<file path="src/rtl/sram_1p_arb_ctrl.sv">
// rtl/sram_1p_arb_ctrl.sv - write/read arbiter, strobe translator and sleep control for a 1-port SRAM
//
// Shares one single-port SRAM between a write requester and a read requester.
// Arbitration is round-robin on ties, with one access per cycle. Grants are translated
// into the SRAM's active-low CEN/GWEN/WEN strobes. After P_IDLE idle cycles the SRAM
// is put to sleep. A request wakes it, and grants resume after P_WAKE cycles.
//
// Ports:
//   CLK, RST                clock, synchronous active-high reset
//   WR_REQ/WR_GNT           write handshake; WR_ADDR/WR_DATA/WR_BE held while WR_REQ
//   RD_REQ/RD_GNT           read handshake; RD_ADDR held while RD_REQ
//   RD_VLD/RD_DATA          read return, one cycle after RD_GNT; RD_DATA = SRAM_Q
//   SRAM_CEN/GWEN/WEN       active-low SRAM strobes (WEN one bit per 9-bit lane)
//   SRAM_A/SRAM_D/SRAM_Q    SRAM address, write data, read data
//   SRAM_SLP                SRAM sleep, registered
module sram_1p_arb_ctrl #(
    parameter int P_AW   = 5,
    parameter int P_DW   = 144,
    parameter int P_IDLE = 64,
    parameter int P_WAKE = 2
) (
    input  logic                CLK,
    input  logic                RST,
    input  logic                WR_REQ,
    output logic                WR_GNT,
    input  logic [P_AW-1:0]     WR_ADDR,
    input  logic [P_DW-1:0]     WR_DATA,
    input  logic [P_DW/9-1:0]   WR_BE,
    input  logic                RD_REQ,
    output logic                RD_GNT,
    input  logic [P_AW-1:0]     RD_ADDR,
    output logic                RD_VLD,
    output logic [P_DW-1:0]     RD_DATA,
    output logic                SRAM_CEN,
    output logic                SRAM_GWEN,
    output logic [P_DW/9-1:0]   SRAM_WEN,
    output logic [P_AW-1:0]     SRAM_A,
    output logic [P_DW-1:0]     SRAM_D,
    input  logic [P_DW-1:0]     SRAM_Q,
    output logic                SRAM_SLP
);

    localparam int LANES = P_DW / 9;
    localparam int IW    = (P_IDLE > 0) ? $clog2(P_IDLE + 1) : 1;
    localparam int WW    = $clog2(P_WAKE + 1);
    localparam logic [IW-1:0] IDLE_MAX  = IW'(P_IDLE);
    localparam logic [WW-1:0] WAKE_LAST = WW'(P_WAKE - 1);

    typedef enum logic [1:0] {
        ST_ACTIVE = 2'd0,
        ST_SLEEP  = 2'd1,
        ST_WAKE   = 2'd2
    } state_t;

    state_t          state_q, state_d;
    logic [IW-1:0]   idle_cnt_q, idle_cnt_d;
    logic [WW-1:0]   wake_cnt_q, wake_cnt_d;
    logic            last_wr_q, last_wr_d;   // 1: most recent transfer was a write
    logic            rd_vld_q, rd_vld_d;
    logic            slp_q, slp_d;

    logic            any_req;
    logic            wr_gnt;
    logic            rd_gnt;

    assign any_req = WR_REQ | RD_REQ;

    // State register
    always_ff @(posedge CLK) begin
        if (RST) begin
            state_q    <= ST_ACTIVE;
            idle_cnt_q <= '0;
            wake_cnt_q <= '0;
            last_wr_q  <= 1'b1;   // first tie after reset goes to the reader
            rd_vld_q   <= 1'b0;
            slp_q      <= 1'b0;
        end else begin
            state_q    <= state_d;
            idle_cnt_q <= idle_cnt_d;
            wake_cnt_q <= wake_cnt_d;
            last_wr_q  <= last_wr_d;
            rd_vld_q   <= rd_vld_d;
            slp_q      <= slp_d;
        end
    end

    // Next-state logic
    always_comb begin
        state_d    = state_q;
        idle_cnt_d = idle_cnt_q;
        wake_cnt_d = wake_cnt_q;

        case (state_q)
            ST_ACTIVE: begin
                if (any_req) begin
                    idle_cnt_d = '0;
                end else if (P_IDLE > 0) begin
                    if (idle_cnt_q != IDLE_MAX) begin
                        idle_cnt_d = idle_cnt_q + 1'b1;
                    end
                    // This idle cycle brings the count to P_IDLE: sleep from the next cycle.
                    if (idle_cnt_q == IDLE_MAX - 1'b1) begin
                        state_d = ST_SLEEP;
                    end
                end
            end
            ST_SLEEP: begin
                if (any_req) begin
                    state_d    = ST_WAKE;
                    wake_cnt_d = '0;
                end
            end
            ST_WAKE: begin
                // SLP has been low for P_WAKE cycles once this cycle ends.
                if (wake_cnt_q == WAKE_LAST) begin
                    state_d    = ST_ACTIVE;
                    idle_cnt_d = '0;
                end else begin
                    wake_cnt_d = wake_cnt_q + 1'b1;
                end
            end
            default: begin
                state_d = ST_ACTIVE;
            end
        endcase

        last_wr_d = last_wr_q;
        if (wr_gnt) begin
            last_wr_d = 1'b1;
        end else if (rd_gnt) begin
            last_wr_d = 1'b0;
        end

        rd_vld_d = rd_gnt;
        slp_d    = (state_d == ST_SLEEP);
    end

    // Output logic: grants and SRAM strobes; everything idles while RST is high.
    always_comb begin
        wr_gnt = 1'b0;
        rd_gnt = 1'b0;
        if (!RST && state_q == ST_ACTIVE) begin
            if (WR_REQ && RD_REQ) begin
                if (last_wr_q) begin
                    rd_gnt = 1'b1;
                end else begin
                    wr_gnt = 1'b1;
                end
            end else begin
                wr_gnt = WR_REQ;
                rd_gnt = RD_REQ;
            end
        end

        WR_GNT    = wr_gnt;
        RD_GNT    = rd_gnt;
        SRAM_CEN  = ~(wr_gnt | rd_gnt);
        SRAM_GWEN = ~wr_gnt;
        SRAM_WEN  = wr_gnt ? ~WR_BE : {LANES{1'b1}};
        SRAM_A    = rd_gnt ? RD_ADDR : WR_ADDR;
        SRAM_D    = WR_DATA;
        // Reset landing in the cycle after a read grant suppresses its return.
        RD_VLD    = rd_vld_q & ~RST;
        RD_DATA   = SRAM_Q;
        SRAM_SLP  = slp_q;
    end

endmodule

</file>
<file path="config.mk">
export PLATFORM = sky130hd
export DESIGN_NAME = sram_1p_arb_ctrl
export DESIGN_NICKNAME = d
export VERILOG_FILES = /design/src/rtl/sram_1p_arb_ctrl.sv
export SDC_FILE = /design/constraint.sdc
export NUM_CORES = 1
export LEC_CHECK = 0
export ABC_AREA = 0
export CAP_MARGIN = 20
export CORE_AREA = 4 4 245 247
export DETAILED_ROUTE_END_ITERATION = 6
export DIE_AREA = 0 0 249 251
export MAX_ROUTING_LAYER = met4
export PLACE_DENSITY = 0.31
export SYNTH_ARGS = -nofsm -noshare
export SYNTH_HDL_FRONTEND = slang
export SYNTH_SLANG_ARGS = --single-unit
</file>
<file path="constraint.sdc">
create_clock -name CLK -period 4.35 [get_ports CLK]
set_clock_uncertainty 0.15 [all_clocks]
set_input_delay 0.87 -clock CLK [delete_from_list [all_inputs] [get_ports CLK]]
set_output_delay 0.87 -clock CLK [all_outputs]
set_load 0.005 [all_outputs]
</file>
==> Word-level counts from Yosys, hierarchy flattened <==
Index checks and enable logic that the tools add are counted.
{ "word_totals": {"wordCells": 54, "register_bits": 14, "out_inout_bits": 315} }
{ "classes": {"n_eq_ne": 10, "reduce_logical": 9, "addsub": 2, "bitwise_logic": 7, "n_mux": 20} }
{ "ops": {"columns": ["cell", "count"], "rows": [
  ["$mux 7", 3],
  ["$mux 16", 1],
  ["$not 16->16", 1],
  ["$pmux 7 s2", 1],
  ["$mux 2", 6],
  ["$add 7x1->7 const B", 1],
  ["$eq 7x6->1 const B", 1],
  ["$ne 7x7->1 const B", 1],
  ["$eq 2x1->1 const B", 3],
  ["$mux 1", 6],
  ["$ne 2x2->1 const B", 3],
  ["$pmux 2 s3", 1],
  ["$reduce_and 3->1", 2],
  ["$mux 5", 1],
  ["$pmux 2 s2", 1],
  ["$reduce_bool 2->1", 2],
  ["$ne 3x3->1 const B", 1],
  ["$not 1->1", 3],
  ["$add 2x1->2 const B", 1],
  ["$eq 2x2->1 const B", 1],
  ["$logic_and 1x1->1", 2],
  ["$logic_not 2->1", 1],
  ["$or 1x1->1", 2],
  ["$reduce_or 2->1", 1],
  ["2 further kinds", 2]
]} }

==> Depth between registers and ports, before layout <==
{ "logic_depth": {"word_depth": 5, "depth_mapped": 6, "depth_no_buf": 6} }

==> Least setup slack after synthesis <==
No wires, ideal clock.
{ "synth_path": {"path_kind": "input port to output port", "start": "input port RST", "end": "output port SRAM_A[0]", "n_path_buf": 2, "required_ps": 3330, "cell_stages": 5, "path_slack_ps": 1436, "arrival_time_ps": 1894, "cell_sequence": "buf_2 nor3_1 and3_1 buf_4 mux2_2"} }
{ "synth_via": {"elab_chain_cells": 4} }
{ "synth_lines": {"columns": ["item", "line", "rtl"], "rows": [
  ["start: declaration", "23", "input logic RST,"],
  ["$logic_not 1->1", "142", "if (!RST && state_q == ST_ACTIVE) begin"],
  ["$logic_and 1x1->1", "142", null],
  ["$mux 1", "142", null],
  ["via RD_GNT", "30", "output logic RD_GNT,"],
  ["$mux 5", "160", "SRAM_A = rd_gnt ? RD_ADDR : WR_ADDR;"],
  ["end: declaration", "37", "output logic [P_AW-1:0] SRAM_A,"]
]} }
The timed path passes the listed nets, and every way through them passes these cells.

==> Worst setup path after layout <==
{ "layout_path": {"start": "input port RST", "end": "output port SRAM_A[4]"} }
{ "layout_via": {"elab_chain_cells": 4} }
{ "layout_lines": {"columns": ["item", "line"], "rows": [
  ["$logic_not 1->1", "142"],
  ["$logic_and 1x1->1", "142"],
  ["$mux 1", "142"],
  ["$mux 5", "160"]
]} }
Every way passes these cells.

==> impl_metrics.ini <==
[final_layout]
final_nets = 493
fillers = 6825
regArea_um2 = 280.3
antennaDiodeCount = 0
multi_input_area_um2 = 569.3
area_growth_syn_to_layout_pct = -18.20
drive_above_1_share_pct = 11.70

[synth]
synthMuxAreaShare_pct = 2.193
synth_seq_area_share_pct = 9.098
ys.flop_type = dfxtp_1
synth_xor_area_share_pct = 0
synth.avg_cell_area_um2 = 7.682
synth_compound_area_share_pct = 5.890
synth_top_family_by_area = buffers and inverters
async_reset_ff_share_pct = 0
synth.area.top_cells = buf_4, dfxtp_1, nand2_1
synthTopCellsByCount = buf_4, nand2_1, dfxtp_1, inv_1, nand3_1
netlist.area_leader.share_pct = 70.92
synthSimpleGateAreaFrac_pct = 9.180
synth_fa_ha_area_share_pct = 1.219
yosysWarningCount = 0
synth_nets = 722
yosysMostFrequentCell = buf_4
syn_inst = 401
synth-edff-count = 0
synthDistinctLibCells = 34
yosysTopAreaCell = buf_4
syn-cell-area_mm2 = 0.003080
synth.ff_latch_count = 14

[die]
fp-row-count = 88
initial_core_util_pct = 5.349
io_pins = 633
die_x_um = 249
dieArea_mm2 = 0.06250
fp.dieH_um = 251
core_mm2 = 0.05759

[outcome]
outcome = completed

[grt]
grt_max_degree = 19
grt_overflow = 0
antenna_found_initial = 1
grt_usage_pct = 4.348
grt_pass1_vias = 1660
grt_pass1_wl_mm = 17.64

[timing]
min_period_over_period_pct = 86.78
finalCriticalPeriod_ns = 3.775
rsz0062_at_grt = no
hold_viol = 0
slew_viol_final = 0
max_slew_margin_pct = 65.59
finalHoldWorstSlack_ns = 0.3267
setup_violations = 0
max_freq_ghz = 0.2649
tightestPinTransition_ns = 0.5154
fin_setup_tns_ns = 0

[cts]
cts_buffer_depth = 2
cts_resized = 0
clk_pin_slew_worst_paths_ns = 0.05
cts_sinks = 14
postCtsHoldBufs = 0
h-tree-depth = 1
cts_setup_buffers = 0
clk_latency_ns = 0.24
root_buffer = clkbuf_16
tritoncts = yes
cts_made_buffers = 3

[detailed_routing]
drc = 0
routed_wl_mm = 14.62
num_vias = 1529
firstDrtPassIters = 4
final_antenna_net_count = 0
wl_per_cell_um = 15.62
viasPerCell = 1.634
first_iter_violations = 34

[pwr]
power.share.clock_pct = 47.6
pwr-share-comb_pct = 20.6
irDropWorstVdd_mv = 0.09266
p_int_w = 0.0003255
power_leakage_nw = 0.6104
power_switching_share_pct = 21.24
powerDensity_mw_per_mm2 = 164.0
seqPwrFrac_pct = 31.8
p_switching_w = 0.00008780

[hold_path]
hold-path-endpoint = wake_cnt_q[1]
hold_start = wake_cnt_q[1]
min_delay_path_depth = 2
hold_path.class = reg2reg

[setup_path]
r2r_end = idle_cnt_q[0]
critPathKind = in2out
worst-path-max-fanout = 6
worstPathArrival_ns = 2.76
reg2reg_depth = 4
worst_setup_path_start_kind = primary input
crit_required_ns = 3.33
r2r-start = state_q[1]
cp-end-kind = output pin
rrSetupSlack_ns = 2.55

[place]
place.gp.congestion = 0.6743
port_buffers = 56
dpl.hpwl_mm = 13.15

[flow_run]
max_cap_viol_count = 0
[per-stage QoR]
| stage | power (W) | area, um^2 | util, % | worst slack [ns] | cells |
|---|---|---|---|---|---|
| detailed placement | 0.0002217 | 2431 | 4.222 | 0.4956 | 932 |
| floorplan | 0.0003757 | 3080 | - | 1.436 | 401 |
| finish | 0.0004133 | 2520 | 4.376 | 0.5750 | 936 |
| global route | 0.0004328 | 2520 | 4.376 | 0.4531 | 936 |
| global placement | 0.0002227 | 2431 | 4.222 | 0.5049 | 932 |
| CTS | 0.0004233 | 2520 | 4.376 | 0.4983 | 936 |
[worst max-delay path by stage]
| stage | start | endpoint | depth (start not counted) |
|---|---|---|---|
| after floorplan | RST | SRAM_A[0] | 5 |
| after global placement | RST | SRAM_A[1] | 6 |
| after detailed placement | RST | SRAM_A[1] | 6 |
| after CTS | RST | SRAM_A[1] | 6 |
| after global routing | RST | SRAM_A[2] | 6 |
| final | RST | SRAM_A[4] | 6 |
[placed cells by master, fill, tap and decap left out, types with 2 or more instances in the layout]
master	count
o311ai_0	3
nor3_1	2
nor4_1	2
mux2_2	6
dfxtp_1	14
ha_1	3
buf_4	5
nand3_1	7
a211oi_1	2
nor2_1	4
o21ai_0	3
inv_1	7
clkbuf_16	3
a21oi_1	3
and3_1	4
nand2b_1	2
a31oi_1	2
clkdlybuf4s50_1	56
nand2_1	26
[registers in the layout (all words and copies together), names as in the netlist]
register,flops
idle_cnt_q,7
SRAM_SLP,1
last_wr_q,1
wake_cnt_q,2
rd_vld_q,1
state_q,2
[critical path, cell delays in order]
cell and delay (ns):
clkdlybuf4s50_1 0.46, nor3_1 0.22, and3_1 0.21, buf_4 0.19, mux2_2 0.35, clkdlybuf4s50_1 0.44
[routing by layer]
layer / track usage [%] / share of wire [%]
met5: - / 0
met4: 3.735 / 9.7
met3: 4.904 / 26
met2: 6.519 / 44
met1: 2.535 / 21
[layout make-up]
class,instances,area share [%]
multi-input cells,85,22.59
inverters,7,1.043
flip-flops and latches,14,11.12
well taps,765,37.98
repair buffers,61,23.73
clock buffers,4,3.525
[power by group through the flow]
stage	registers (W)	logic, W	clock network, W
after CTS	0.000131	0.0000884	0.000204
after global placement	0.000134	0.0000886	0
after floorplan	0.000134	0.000242	0
after global routing	0.000131	0.0000931	0.000208
after detailed placement	0.000134	0.0000878	0
final	0.000131	0.0000852	0.000197
[cell families after synthesis]
| group | count (synthesis) |
|---|---|
| buffers and inverters | 302 |
| flip-flops | 14 |
| AND/OR/NAND/NOR | 54 |
| multiplexers | 6 |
| adder cells (fa/ha/maj) | 3 |
| AO/OA/AOI/OAI | 22 |
Power figures use the tool's default switching activity.
